===== src/rtl/drr_mixer.sv =====
// drr_mixer: frame-atomic deficit-round-robin arbiter that feeds one egress
// FIFO from four PHY ingress FIFOs and the NIC FIFO.
module drr_mixer #(
   parameter logic [1:0]  Port       = 2'h0,
   parameter logic [1:0]  MaxPort    = 2'h3,
   parameter logic [13:0] Quantum    = 14'd1518,
   parameter logic [13:0] NicQuantum = 14'd1518
) (
   input  logic       sys_clk,
   input  logic       sys_rst,
   input  logic [8:0] port0_dout,
   input  logic [8:0] port1_dout,
   input  logic [8:0] port2_dout,
   input  logic [8:0] port3_dout,
   input  logic [8:0] nic_dout,
   input  logic       port0_empty,
   input  logic       port1_empty,
   input  logic       port2_empty,
   input  logic       port3_empty,
   input  logic       nic_empty,
   output logic       port0_rd_en,
   output logic       port1_rd_en,
   output logic       port2_rd_en,
   output logic       port3_rd_en,
   output logic       nic_rd_en,
   output logic [8:0] din,
   input  logic       full,
   output logic       wr_en,
   output logic [2:0] grant,
   output logic       busy
);
   localparam logic [2:0]  None   = 3'd7;
   localparam logic [14:0] DefMin = 15'h4000;

   typedef enum logic {IDLE, XFER} state_t;

   state_t           state;
   logic [2:0]       last_grant;
   logic [2:0]       pick;
   logic [4:0][14:0] deficit;
   logic [4:0]       empty_v;
   logic [4:0]       enabled;
   logic [4:0]       eligible;
   logic             g_empty;

   assign empty_v = {nic_empty, port3_empty, port2_empty,
                     port1_empty, port0_empty};

   // Add one quantum, never exceeding +quantum.
   function automatic logic [14:0] refill(input logic [14:0] d,
                                          input logic [13:0] q);
      logic signed [15:0] s;
      s = $signed({d[14], d}) + $signed({2'b00, q});
      refill = (s > $signed({2'b00, q})) ? {1'b0, q} : s[14:0];
   endfunction

   always_comb begin
      enabled = 5'b10000;
      for (int i = 0; i < 4; i++)
         enabled[i] = (2'(i) != Port) && (2'(i) <= MaxPort);
   end

   always_comb begin
      for (int i = 0; i < 5; i++)
         eligible[i] = enabled[i] && !empty_v[i] &&
                       !deficit[i][14] && (deficit[i] != '0);
   end

   // Scan far-to-near so the source nearest last_grant+1 wins.
   always_comb begin
      logic [2:0] j;
      pick = None;
      j    = '0;
      for (int k = 5; k >= 1; k--) begin
         j = 3'((int'(last_grant) + k) % 5);
         if (eligible[j]) pick = j;
      end
   end

   always_comb begin
      g_empty = 1'b1;
      din     = port0_dout;
      case (grant)
         3'd0: begin g_empty = port0_empty; din = port0_dout; end
         3'd1: begin g_empty = port1_empty; din = port1_dout; end
         3'd2: begin g_empty = port2_empty; din = port2_dout; end
         3'd3: begin g_empty = port3_empty; din = port3_dout; end
         3'd4: begin g_empty = nic_empty;   din = nic_dout;   end
         default: ;
      endcase
   end

   assign wr_en       = (state == XFER) && !g_empty && !full;
   assign port0_rd_en = wr_en && (grant == 3'd0);
   assign port1_rd_en = wr_en && (grant == 3'd1);
   assign port2_rd_en = wr_en && (grant == 3'd2);
   assign port3_rd_en = wr_en && (grant == 3'd3);
   assign nic_rd_en   = wr_en && (grant == 3'd4);

   always_ff @(posedge sys_clk or posedge sys_rst) begin
      if (sys_rst) begin
         state      <= IDLE;
         grant      <= None;
         busy       <= 1'b0;
         last_grant <= 3'd4;
         deficit    <= '0;
      end else begin
         case (state)
            IDLE: begin
               for (int i = 0; i < 5; i++) begin
                  if (!enabled[i] || empty_v[i])
                     deficit[i] <= '0;
                  else if (pick == None)
                     deficit[i] <= refill(deficit[i],
                                          (i == 4) ? NicQuantum : Quantum);
               end
               if (pick != None) begin
                  grant <= pick;
                  busy  <= 1'b1;
                  state <= XFER;
               end
            end
            XFER: begin
               if (wr_en) begin
                  for (int i = 0; i < 5; i++)
                     if (grant == 3'(i) && deficit[i] != DefMin)
                        deficit[i] <= deficit[i] - 15'd1;
                  if (din[8]) begin
                     last_grant <= grant;
                     grant      <= None;
                     busy       <= 1'b0;
                     state      <= IDLE;
                  end
               end
            end
            default: state <= IDLE;
         endcase
      end
   end
endmodule


===== config.mk =====
export PLATFORM = sky130hd
export DESIGN_NAME = drr_mixer
export DESIGN_NICKNAME = d
export VERILOG_FILES = /design/src/rtl/drr_mixer.sv
export SDC_FILE = /design/constraint.sdc
export NUM_CORES = 1
export LEC_CHECK = 0
export ABC_AREA = 1
export CORE_ASPECT_RATIO = 1.2
export CORE_MARGIN = 2
export CORE_UTILIZATION = 64
export CTS_CLUSTER_DIAMETER = 120
export DETAILED_ROUTE_END_ITERATION = 10
export HOLD_SLACK_MARGIN = 0.03
export PLACE_DENSITY_LB_ADDON = 0.2
export SLEW_MARGIN = 10
export SYNTH_ARGS = -nofsm -noshare
export SYNTH_HDL_FRONTEND = slang
export SYNTH_SLANG_ARGS = --single-unit

===== constraint.sdc =====
create_clock -name sys_clk -period 7.8 [get_ports sys_clk]
set_input_delay 1.17 -clock sys_clk [delete_from_list [all_inputs] [get_ports sys_clk]]
set_output_delay 1.17 -clock sys_clk [all_outputs]
set_load 0.1 [all_outputs]

; ---- Word-level counts from Yosys, hierarchy flattened
; Index checks and enable logic that the tools add are counted.
[classes]
addsub = 14
div = 5
magnitude_cmp = 9
n_eq_ne = 23
muxes = 48
n_bitwise = 1
reduce_logical = 42
[ops]
columns = cell, n
row1 = two-way mux 15 bit, 17
row2 = "modulo 32 x 4 -> 32 bit, second input constant", 5
row3 = case mux 75 bit (2 select lines), 1
row4 = two-way mux 75 bit, 1
row5 = "inequality test 15 bit, second input constant", 5
row6 = "subtractor 15 x 1 -> 15 bit, second input constant", 5
row7 = "adder 15 x 12 -> 16 bit, second input constant", 4
row8 = "> comparator 16 x 12 -> 1 bit, second input constant", 4
row9 = nonzero test 15 bit, 4
row10 = case mux 9 bit (4 select lines), 1
row11 = two-way mux 3 bit, 8
row12 = logical AND 1 bit, 20
row13 = "less-than comparator 3 x 4 -> 1 bit, second input constant", 5
row14 = AND reduction 3 bit, 6
row15 = binary-select mux 1 bit (select 3 bit), 5
row16 = "inequality test 3 bit, second input constant", 5
row17 = two-way mux 1 bit, 11
row18 = logical NOT 1 bit, 10
row19 = "inequality test 2 x 1 -> 1 bit, second input constant", 5
row20 = "adder 3 x 2 -> 4 bit, second input constant", 2
row21 = "adder 3 x 3 -> 4 bit, second input constant", 2
row22 = "== test 3 x 2 -> 1 bit, second input constant", 2
row23 = "== test 3 bit, second input constant", 2
row24 = "inequality test 2 bit, second input constant", 3
row25 = other kinds (8), 9
[word_totals]
regBits = 83
elab_cells = 151

; ---- Depth between registers and ports, before layout
; Gate-level depths: netlist of the first run.
[logic_depth]
ltp_word = 14
depth_mapped = 33
ltp_nobuf = 31

; ---- Worst setup path after synthesis of the first run
; No wires, ideal clock.
[synth_path]
kind = reg-to-output
startpoint = reg grant[2]
endpoint = out port2_rd_en
arrival_ps = 4785
required_time_ps = 6630
path_slack_ps = 1845
path_stages_with_launch = 7
n_path_buf = 0
cell_sequence = dfstp_2 > nor2_1 > nand2_1 > clkinv_1 > a221oi_1 > nand2_1 > nor4_1
[synth_between]
elab_chain_cells = 6
elab_cells_between_ends = 10
cone_classes = 4 x eq/ne / 1 x mux / 5 x reduce/logical
[synth_lines]
columns = element, line
row1 = start: declaration, 29  ; output logic [2:0] grant,
row2 = start signal: assignment, 103  ; grant <= None;
row3 = start signal: assignment, 118  ; grant <= pick;
row4 = start signal: assignment, 130  ; grant <= None;
row5 = "== test 3 bit, or another cell as far along", 83  ; case (grant)
row6 = case mux 1 bit (5 select lines), 83
row7 = logical NOT 1 bit, 93  ; assign wr_en = (state == XFER) && !g_empty && !full;
row8 = logical AND 1 bit (2 in series), 93
row9 = logical AND 1 bit *, 96  ; assign port2_rd_en = wr_en && (grant == 3'd2);
row10 = end: declaration, 23  ; output logic port2_rd_en,
; Every way passes the cells marked *; elsewhere a longest branch is shown, timed or not.

; ---- Final worst setup path of the first run
[layout_path]
startpoint = in port0_empty
endpoint = out port2_rd_en
[layout_between]
elab_chain_cells = 5
[layout_lines]
columns = element, line
row1 = start: declaration, 16  ; input logic port0_empty,
row2 = case mux 1 bit (5 select lines), 83
row3 = logical NOT 1 bit, 93
row4 = logical AND 1 bit (2 in series), 93
row5 = logical AND 1 bit, 96
; Every way passes these cells.

==> out/metrics.yaml, run 1 <==
status:
  result_of_the_run: "finished, final reports clean"
timing:
  grt_setup_unrepaired: "false"
  post_layout_minimum_cycle_time_ps: 5390
  hold_violations: 0
  final-setup-viol-count: 0
  relSlewSlack_pct: 28.5
  worst-slew-pin-transition_ps: 1060
  fin_worst_skew_ps: 9.88
  fmaxAchievable_ghz: 0.185
  timing.setup.tns_ps: 0
  fin_crit_sh_pct: 69.1
  timing.final.max_slew_violations: 0
logic_synthesis:
  syn-num-nets: 1301
  post_synth_xor_area_fraction_pct: 5.73
  ys.warnings.count: 0
  main_combinational_cell_family_by_area_after_synthesis: "simple AND/OR/NAND/NOR gates"
  synth_mux_area_share_pct: 0
  synth-compound-area-share_pct: 17.3
  ys_seq_elements: 68
  synth.largest_area_cell: "sky130_fd_sc_hd__dfrtp_1"
  cell_types_occupying_the_most_area_after_synthesis: "sky130_fd_sc_hd__dfrtp_1 21%, sky130_fd_sc_hd__nand2_1 19%, sky130_fd_sc_hd__ha_1 6.6%"
  synth-async-reset-ratio_pct: 100
  synth-edff-count: 0
  synth.yosys.seq_area_share_pct: 22.3
  netlist_area_before_placement_um2: 7640
  most_frequently_used_flop_master_after_synthesis: "sky130_fd_sc_hd__dfrtp_1"
  fraction_of_the_mapped_netlist_area_in_adder_cells_pct: 6.82
  synth_top_area_share_pct: 21.0
  synth-simple-area-share_pct: 38.6
  syn-instance-count: 1207
  synthDistinctLibCells: 53
  avgSynthCellArea_um2: 6.33
global_routing:
  number_of_global_route_vias_before_repair: 7456
  global_route.usage.total_pct: 31.8
  antenna_found_initial: 0
  grt_pass1_wl_um: 34100
  largest_net_degree_at_the_start_of_global_routing: 69
  global_route.overflow_total: 0
critical_path:
  wp_data_required_ps: 6630
  critPathBufInv: 2
  critical-path-slowest-cell: "sky130_fd_sc_hd__clkdlybuf4s50_1"
  timing.critical_path.max_delay_family: "buffers and inverters"
  path_class: "primary input to primary output"
  reg2regPathDepth: 29
  reg2reg_to: "deficit[65]"
  worstReg2RegStart: "last_grant[0]"
  kind_of_start_point_of_the_critical_path: "primary input"
  worstPathArrival_ps: 4220
  cp_common_cell: "sky130_fd_sc_hd__clkdlybuf4s50_1"
  worstSetupEndpointType: "primary output"
  cpPeakStageDelay_ps: 1260
  crit_path_max_fanout: 7
  path_cells: "clkdlybuf4s50_1 > and3_1 > a2111oi_0 > nand2_1 > nor4_1 > clkdlybuf4s50_1"
  timing.reg2reg.setup_slack_ps: 2500
worst_hold_path:
  min_to: "deficit[45]"
  worstHoldPathType: "register to register"
  hold_depth: 2
  min_from: "deficit[45]"
placement:
  dp_hpwl_um: 14800
  globalplace.congestion: 0.932
  buffer_ports.inserted: 71
detailed_routing:
  dr.max_layer_used: "met4"
  dr.first_iter.drc_count: 718
  detail_route.first_pass.iterations: 5
  route.final.wire_length_um: 20400
  met1Wirelength_um: 8690
  routed_len_inst_um: 14.3
  drcViolationCount: 0
  postRouteAntennaNets: 0
  met2_length_um: 10200
  vias: 8110
  vias_per_cell: 5.70
  met3_wl_um: 1180
clocking:
  tritoncts.num_buffers: 9
  tritoncts: "built"
  hold_buffers: 0
  clk_pin_slew_ps: 60
  ctsHtreeMaxLevel: 3
  clkLatencyLatePin_ps: 340
  post_cts_setup_buffers: 0
  numClockSinks: 68
  clockRootBuffer: "sky130_fd_sc_hd__clkbuf_16"
  ctsResizeCount: 0
  clock_path_buffers: 2
flow_run:
  max_cap_violations: 0
floorplan:
  rows: 43
  design.die.area_um2: 12800
  boundaryPins: 72
  fp.dieH_um: 124
  floorplan.initialDensity_pct: 65.7
  chipWidth_um: 104
  core_region_area_um2: 11600
final_layout:
  layout.cells.most_common_list: "378 x sky130_fd_sc_hd__nand2_1, 132 x sky130_fd_sc_hd__inv_1, 104 x sky130_fd_sc_hd__nor2_1, 91 x sky130_fd_sc_hd__nand3_1, 71 x sky130_fd_sc_hd__clkdlybuf4s50_1"
  layout_commonest_cell: "sky130_fd_sc_hd__nand2_1"
  layout.nets: 1354
  syn_to_final_growth_pct: 13.4
  antenna_cells: 0
  final_layout_size_suffix_gt1_share_pct: 7.91
-- worst reg2reg max path, delay by kind of cell (launching register included) --
kind            cells  cell delay [ps]
buf+inv             3              530
xor+xnor            1              260
compound gates      2              240
fa+ha+maj           3             1010
simple gates       20             2320
flops               1              820
-- per-layer routing --
metal	global-route usage, %	vias to the layer above
met5	0	-
met4	9.88	0
met3	2.98	30
met2	56.5	293
met1	41.6	3720
li1	-	4067
-- cell usage after synthesis (10+ instances only) --
master and instances:
sky130_fd_sc_hd__a21oi_1 60, sky130_fd_sc_hd__o21ai_0 54, sky130_fd_sc_hd__nand3_1 91, sky130_fd_sc_hd__dfrtp_1 64
sky130_fd_sc_hd__o21ai_2 17, sky130_fd_sc_hd__nor3_1 24, sky130_fd_sc_hd__nand2_1 378, sky130_fd_sc_hd__clkbuf_1 22
sky130_fd_sc_hd__nand4_1 10, sky130_fd_sc_hd__inv_1 133, sky130_fd_sc_hd__nand2_2 16, sky130_fd_sc_hd__ha_1 40
sky130_fd_sc_hd__a22oi_1 12, sky130_fd_sc_hd__nor2_1 104, sky130_fd_sc_hd__o21ai_1 11, sky130_fd_sc_hd__xor2_1 46
-- flip-flops by register name (all words and copies together) (netlist names) --
signal	flops
state	1
busy	1
last_grant	3
grant	3
deficit	60
-- worst max-delay path by stage --
| stage | slack (ps) | from | endpoint | cells past startpoint |
|---|---|---|---|---|
| finish | 2410 | port0_empty | port2_rd_en | 6 |
| detailed placement | 2440 | nic_empty | port2_rd_en | 5 |
| global route | 2020 | last_grant[0] | deficit[62] | 29 |
| CTS | 2440 | nic_empty | port2_rd_en | 5 |
| floorplan | 1840 | grant[2] | port2_rd_en | 6 |
| global placement | 2460 | port0_empty | port2_rd_en | 6 |
-- cell families after synthesis --
group / after synthesis
xor+xnor: 50
flops: 68
simple gates: 669
compound gates: 207
fa+ha+maj: 41
buf+inv: 172
-- cell type report --
class | count | area, um^2
Clock buffer | 12 | 246
Clock inverter | 4 | 26.3
Fill cell | 996 | 2960
Inverter | 139 | 522
Multi-Input combinational cell | 967 | 5230
Sequential cell | 68 | 1710
Tap cell | 157 | 196
Timing Repair Buffer | 75 | 741
-- stage by stage --
step / hold WS, ps / cell area, um^2 / cells / util, % / setup slack, ps
after floorplan: 462 / 7640 / 1207 / - / 1840
after global placement: 488 / 8390 / 1406 / 72.2 / 2460
after detailed placement: 490 / 8390 / 1406 / 72.2 / 2440
after CTS: 504 / 8660 / 1422 / 74.5 / 2440
after global routing: 539 / 8660 / 1422 / 74.5 / 2020
final: 504 / 8660 / 1422 / 74.5 / 2410
Power of run 1 is left out: the tool's default activity adds up to more than one toggle a clock period on the data nets, which glitch-free logic cannot reach.
==> run 2, diff against run 1 <==
--- a/config.mk
+++ b/config.mk
@@ -8,7 +8,7 @@
 export ABC_AREA = 1
 export CORE_ASPECT_RATIO = 1.2
 export CORE_MARGIN = 2
-export CORE_UTILIZATION = 64
+export CORE_UTILIZATION = 60
 export CTS_CLUSTER_DIAMETER = 120
 export DETAILED_ROUTE_END_ITERATION = 10
 export HOLD_SLACK_MARGIN = 0.03
==> constraint.sdc (replaced) <==
create_clock -name sys_clk -period 5.4 [get_ports sys_clk]
set_input_delay 0.81 -clock sys_clk [delete_from_list [all_inputs] [get_ports sys_clk]]
set_output_delay 0.81 -clock sys_clk [all_outputs]
set_load 0.1 [all_outputs]
==> out/metrics.yaml, run 2 (same netlist as run 1, synthesis figures left out) <==
status:
  result_of_the_run: "finished, final reports clean"
floorplan:
  chipWidth_um: 107  # +3.2%
  fp.dieH_um: 128  # +3.2%
  design.die.area_um2: 13700  # +6.4%
  rows: 45  # +4.7%
  floorplan.initialDensity_pct: 60.8  # -4.9 points
  boundaryPins: 72  # unchanged
  core_region_area_um2: 12600  # +8.0%
critical_path:
  worstPathArrival_ps: 5040  # +820 ps
  cpPeakStageDelay_ps: 490  # -770 ps
  crit_path_max_fanout: 20  # +13
  critPathBufInv: 3  # +1
  cp_common_cell: "sky130_fd_sc_hd__nand2_1"
  wp_data_required_ps: 5620  # -1010 ps
  worstSetupEndpointType: "register"
  critical-path-slowest-cell: "sky130_fd_sc_hd__ha_1"
  path_class: "register to register"
  timing.critical_path.max_delay_family: "simple AND/OR/NAND/NOR gates"
  kind_of_start_point_of_the_critical_path: "register"
detailed_routing:
  postRouteAntennaNets: 0  # unchanged
  detail_route.first_pass.iterations: 5  # unchanged
  met2_length_um: 9870  # -3.1%
  vias_per_cell: 5.70  # about the same
  dr.first_iter.drc_count: 555  # -23%
  met1Wirelength_um: 8990  # +3.4%
  routed_len_inst_um: 14.6  # +1.6%
  met3_wl_um: 1440  # +22%
  route.final.wire_length_um: 20800  # +2.2%
  dr.max_layer_used: "met4"
  vias: 8151  # +0.51%
  drcViolationCount: 0  # unchanged
final_layout:
  final_layout_size_suffix_gt1_share_pct: 8.77  # +0.86 points
  largest_reg_flops: 60  # unchanged
  largest_register: "deficit"
  finish.instance_area_um2: 8720  # +0.65%
  largestRegisters: "deficit (60), grant (3), last_grant (3)"
  layout.cells.most_common_list: "378 x sky130_fd_sc_hd__nand2_1, 132 x sky130_fd_sc_hd__inv_1, 104 x sky130_fd_sc_hd__nor2_1, 91 x sky130_fd_sc_hd__nand3_1"
  syn_to_final_growth_pct: 14.2
  layout.nets: 1355  # +0.074%
  antenna_cells: 0  # unchanged
  layout_commonest_cell: "sky130_fd_sc_hd__nand2_1"
clocking:
  hold_buffers: 0  # unchanged
  clkLatencyLatePin_ps: 340  # about the same
  clk_pin_slew_ps: 60  # about the same
  tritoncts: "built"
  post_cts_setup_buffers: 0  # unchanged
  tritoncts.num_buffers: 9  # unchanged
  ctsHtreeMaxLevel: 3  # unchanged
  clockRootBuffer: "sky130_fd_sc_hd__clkbuf_16"
  numClockSinks: 68  # unchanged
  clock_path_buffers: 2  # unchanged
  ctsResizeCount: 0  # unchanged
timing:
  fmaxAchievable_ghz: 0.207
  fin_crit_sh_pct: 89.3
  hold_violations: 0  # unchanged
  post_layout_minimum_cycle_time_ps: 4820
  grt_setup_unrepaired: "false"
  fin_worst_skew_ps: 6.27  # -3.61 ps
  worst-slew-pin-transition_ps: 1010  # -54.4 ps
  timing.final.max_slew_violations: 0  # unchanged
  timing.setup.tns_ps: 0  # unchanged
  final-setup-viol-count: 0  # unchanged
  relSlewSlack_pct: 32.4  # +3.9 points
placement:
  placed_cell_area_um2: 8410  # +0.21%
  globalplace.congestion: 0.930  # -0.17%
  buffer_ports.inserted: 71  # unchanged
  dp_hpwl_um: 15100  # +2.2%
global_routing:
  global_route.overflow_total: 0  # unchanged
  antenna_found_initial: 0  # unchanged
  number_of_global_route_vias_before_repair: 7374  # -1.1%
  largest_net_degree_at_the_start_of_global_routing: 40  # -42%
  global_route.usage.total_pct: 30.5  # -1.3 points
  grt_pass1_wl_um: 34100  # about the same
worst_hold_path:
  worstHoldPathType: "register to register"
flow_run:
  max_cap_violations: 0  # unchanged
==> run 2: per-layer routing <==
metal	global-route usage, %	vias up
met5	0	-
met4	10.0	0
met3	4.44	53
met2	52.8	299
met1	39.1	3736
li1	-	4063
==> run 2: through the flow <==
stage | hold WS (ps) | std cells | util [%] | setup slack [ps]
floorplan | 462 | 1207 | - | 497
global placement | 489 | 1414 | 67.0 | 891
detailed placement | 491 | 1414 | 67.0 | 639
CTS | 504 | 1430 | 69.4 | 592
global route | 519 | 1430 | 69.4 | 86.4
finish | 500 | 1430 | 69.4 | 578
==> run 2: tightest hold or removal path, stage by stage, from the launching register on <==
cell                      delay (ps)
sky130_fd_sc_hd__dfrtp_1         360
sky130_fd_sc_hd__nand2_1          60
sky130_fd_sc_hd__nand2_1          50
==> run 2: final timing paths <==
path,cells past startpoint,startpoint,slack [ps],endpoint
worst max register to register,29,last_grant[1],580,deficit[37]
worst min-delay path,2,deficit[60],500,deficit[60]
worst min register to register,2,deficit[60],500,deficit[60]
min in group asynchronous,2,sys_rst,960,deficit[50]
max in group asynchronous,3,sys_rst,3480,last_grant[2]
worst max-delay path,29,last_grant[1],580,deficit[37]
==> run 2: layout make-up <==
type	instances	area [um^2]
Inverter	139	522
Tap cell	164	205
Timing Repair Buffer	76	743
Clock inverter	5	58.8
Fill cell	1111	3840
Multi-Input combinational cell	967	5230
Clock buffer	11	253
Sequential cell	68	1710
Power of run 2 is left out for the same reason.
==> run 3, diff against run 2 <==
--- a/config.mk
+++ b/config.mk
@@ -6,6 +6,7 @@
 export NUM_CORES = 1
 export LEC_CHECK = 0
 export ABC_AREA = 1
+export CAP_MARGIN = 0
 export CORE_ASPECT_RATIO = 1.2
 export CORE_MARGIN = 2
 export CORE_UTILIZATION = 60
@@ -13,6 +14,7 @@
 export DETAILED_ROUTE_END_ITERATION = 10
 export HOLD_SLACK_MARGIN = 0.03
 export PLACE_DENSITY_LB_ADDON = 0.2
+export SETUP_SLACK_MARGIN = 0.1
 export SLEW_MARGIN = 10
 export SYNTH_ARGS = -nofsm -noshare
 export SYNTH_HDL_FRONTEND = slang
==> out/metrics.yaml, run 3 (same netlist as run 1, synthesis figures left out) <==
clocking:
  clk_pin_slew_ps: 60  # about the same
  clkLatencyLatePin_ps: 340  # about the same
  clock_path_buffers: 2  # unchanged
  tritoncts.num_buffers: 9  # unchanged
  clockRootBuffer: "sky130_fd_sc_hd__clkbuf_16"
  tritoncts: "built"
  numClockSinks: 68  # unchanged
  ctsHtreeMaxLevel: 3  # unchanged
critical_path:
  crit_path_max_fanout: 20  # unchanged
  worstSetupEndpointType: "register"
  worstPathArrival_ps: 4970  # -70 ps
  kind_of_start_point_of_the_critical_path: "register"
  cpPeakStageDelay_ps: 470  # -20 ps
  timing.critical_path.max_delay_family: "simple AND/OR/NAND/NOR gates"
  critical-path-slowest-cell: "sky130_fd_sc_hd__ha_2"
  wp_data_required_ps: 5620  # about the same
  path_class: "register to register"
  cp_common_cell: "sky130_fd_sc_hd__nand2_1"
  critPathBufInv: 3  # unchanged
timing:
  post_layout_minimum_cycle_time_ps: 4750  # -74.5 ps
  relSlewSlack_pct: 32.4  # about the same
  worst-slew-pin-transition_ps: 1010  # +0.436 ps
  grt_setup_unrepaired: "false"
  fin_crit_sh_pct: 87.9  # -1.4 points
  timing.final.max_slew_violations: 0  # unchanged
  fmaxAchievable_ghz: 0.211  # +1.6%
  final-setup-viol-count: 0  # unchanged
  fin_worst_skew_ps: 7.94  # +1.67 ps
  timing.setup.tns_ps: 0  # unchanged
  hold_violations: 0  # unchanged
global_routing:
  global_route.usage.total_pct: 30.5  # unchanged
  largest_net_degree_at_the_start_of_global_routing: 40  # unchanged
  antenna_found_initial: 0  # unchanged
  number_of_global_route_vias_before_repair: 7374  # unchanged
  global_route.overflow_total: 0  # unchanged
  grt_pass1_wl_um: 34100  # unchanged
floorplan:
  floorplan.initialDensity_pct: 60.8  # unchanged
  design.die.area_um2: 13700  # unchanged
  rows: 45  # unchanged
  boundaryPins: 72  # unchanged
  core_region_area_um2: 12600  # unchanged
  fp.dieH_um: 128  # unchanged
  chipWidth_um: 107  # unchanged
final_layout:
  antenna_cells: 0  # unchanged
  largest_register: "deficit"
  layout_commonest_cell: "sky130_fd_sc_hd__nand2_1"
  layout.cells.most_common_list: "378 x sky130_fd_sc_hd__nand2_1, 132 x sky130_fd_sc_hd__inv_1, 104 x sky130_fd_sc_hd__nor2_1, 91 x sky130_fd_sc_hd__nand3_1"
  syn_to_final_growth_pct: 14.2  # about the same
  finish.instance_area_um2: 8720  # about the same
  postLayoutCoreUtil_pct: 69.5  # about the same
  largestRegisters: "deficit (60), grant (3), last_grant (3)"
  final_layout_size_suffix_gt1_share_pct: 8.85  # +0.079 points
  largest_reg_flops: 60  # unchanged
  layout.nets: 1355  # unchanged
flow_run:
  max_cap_violations: 0  # unchanged
detailed_routing:
  dr.first_iter.drc_count: 555  # unchanged
  vias: 8086  # -0.80%
  routed_len_inst_um: 14.6  # -0.15%
  vias_per_cell: 5.65  # -0.80%
  route.final.wire_length_um: 20800  # -0.15%
  postRouteAntennaNets: 0  # unchanged
  drcViolationCount: 0  # unchanged
  detail_route.first_pass.iterations: 5  # unchanged
placement:
  buffer_ports.inserted: 71  # unchanged
  placed_cell_area_um2: 8410  # unchanged
  globalplace.congestion: 0.930  # unchanged
  dp_hpwl_um: 15100  # unchanged
worst_hold_path:
  worstHoldPathType: "register to register"
status:
  result_of_the_run: "finished, final reports clean"
## run 3: area by class of cell
type / instances / area [um^2]
sequential: 68 / 1710
inverter: 139 / 522
timing repair buffer: 76 / 743
tap: 164 / 205
clock buffer: 11 / 253
fill: 1110 / 3830
clock inverter: 5 / 58.8
multi-input combinational: 967 / 5230
## run 3: layer usage
| metal | global-route usage (%) | up-vias | part of all wire [%] |
|---|---|---|---|
| met1 | 39.1 | 3710 | 43 |
| met3 | 4.44 | 47 | 6.5 |
| met4 | 10.0 | 0 | 2.4 |
| met5 | 0 | - | 0 |
| met2 | 52.8 | 270 | 48 |
| li1 | - | 4059 | - |
## run 3: repair_timing
item / in CTS / in global routing
setup endpoints to repair: 0 / 2
endpoints found under the hold margin: 0 / 0
hold buffers: 0 / 0
resized for setup: 0 / 1
buffers inserted: 0 / 0
## run 3: worst min-delay path: cells and delay by family, from the launching register on
kind | cells | cell delay [ps]
simple gates | 2 | 110
flops | 1 | 360
## run 3: per-stage QoR
step / hold WS (ps) / setup slack, ps / std cells
after floorplan: 462 / 497 / 1207
after global placement: 489 / 891 / 1414
after detailed placement: 491 / 639 / 1414
after CTS: 504 / 592 / 1430
after global routing: 519 / 174 / 1430
final: 500 / 652 / 1430
## run 3: final timing paths
path	slack (ps)	cells after the start	startpoint	to
max	650	29	last_grant[1]	deficit[37]
min	500	2	deficit[60]	deficit[60]
max reg2reg	650	29	last_grant[1]	deficit[37]
min reg2reg	500	2	deficit[60]	deficit[60]
max in group asynchronous	3480	3	sys_rst	last_grant[2]
min in group asynchronous	960	2	sys_rst	deficit[50]
Power of run 3 is left out for the same reason.
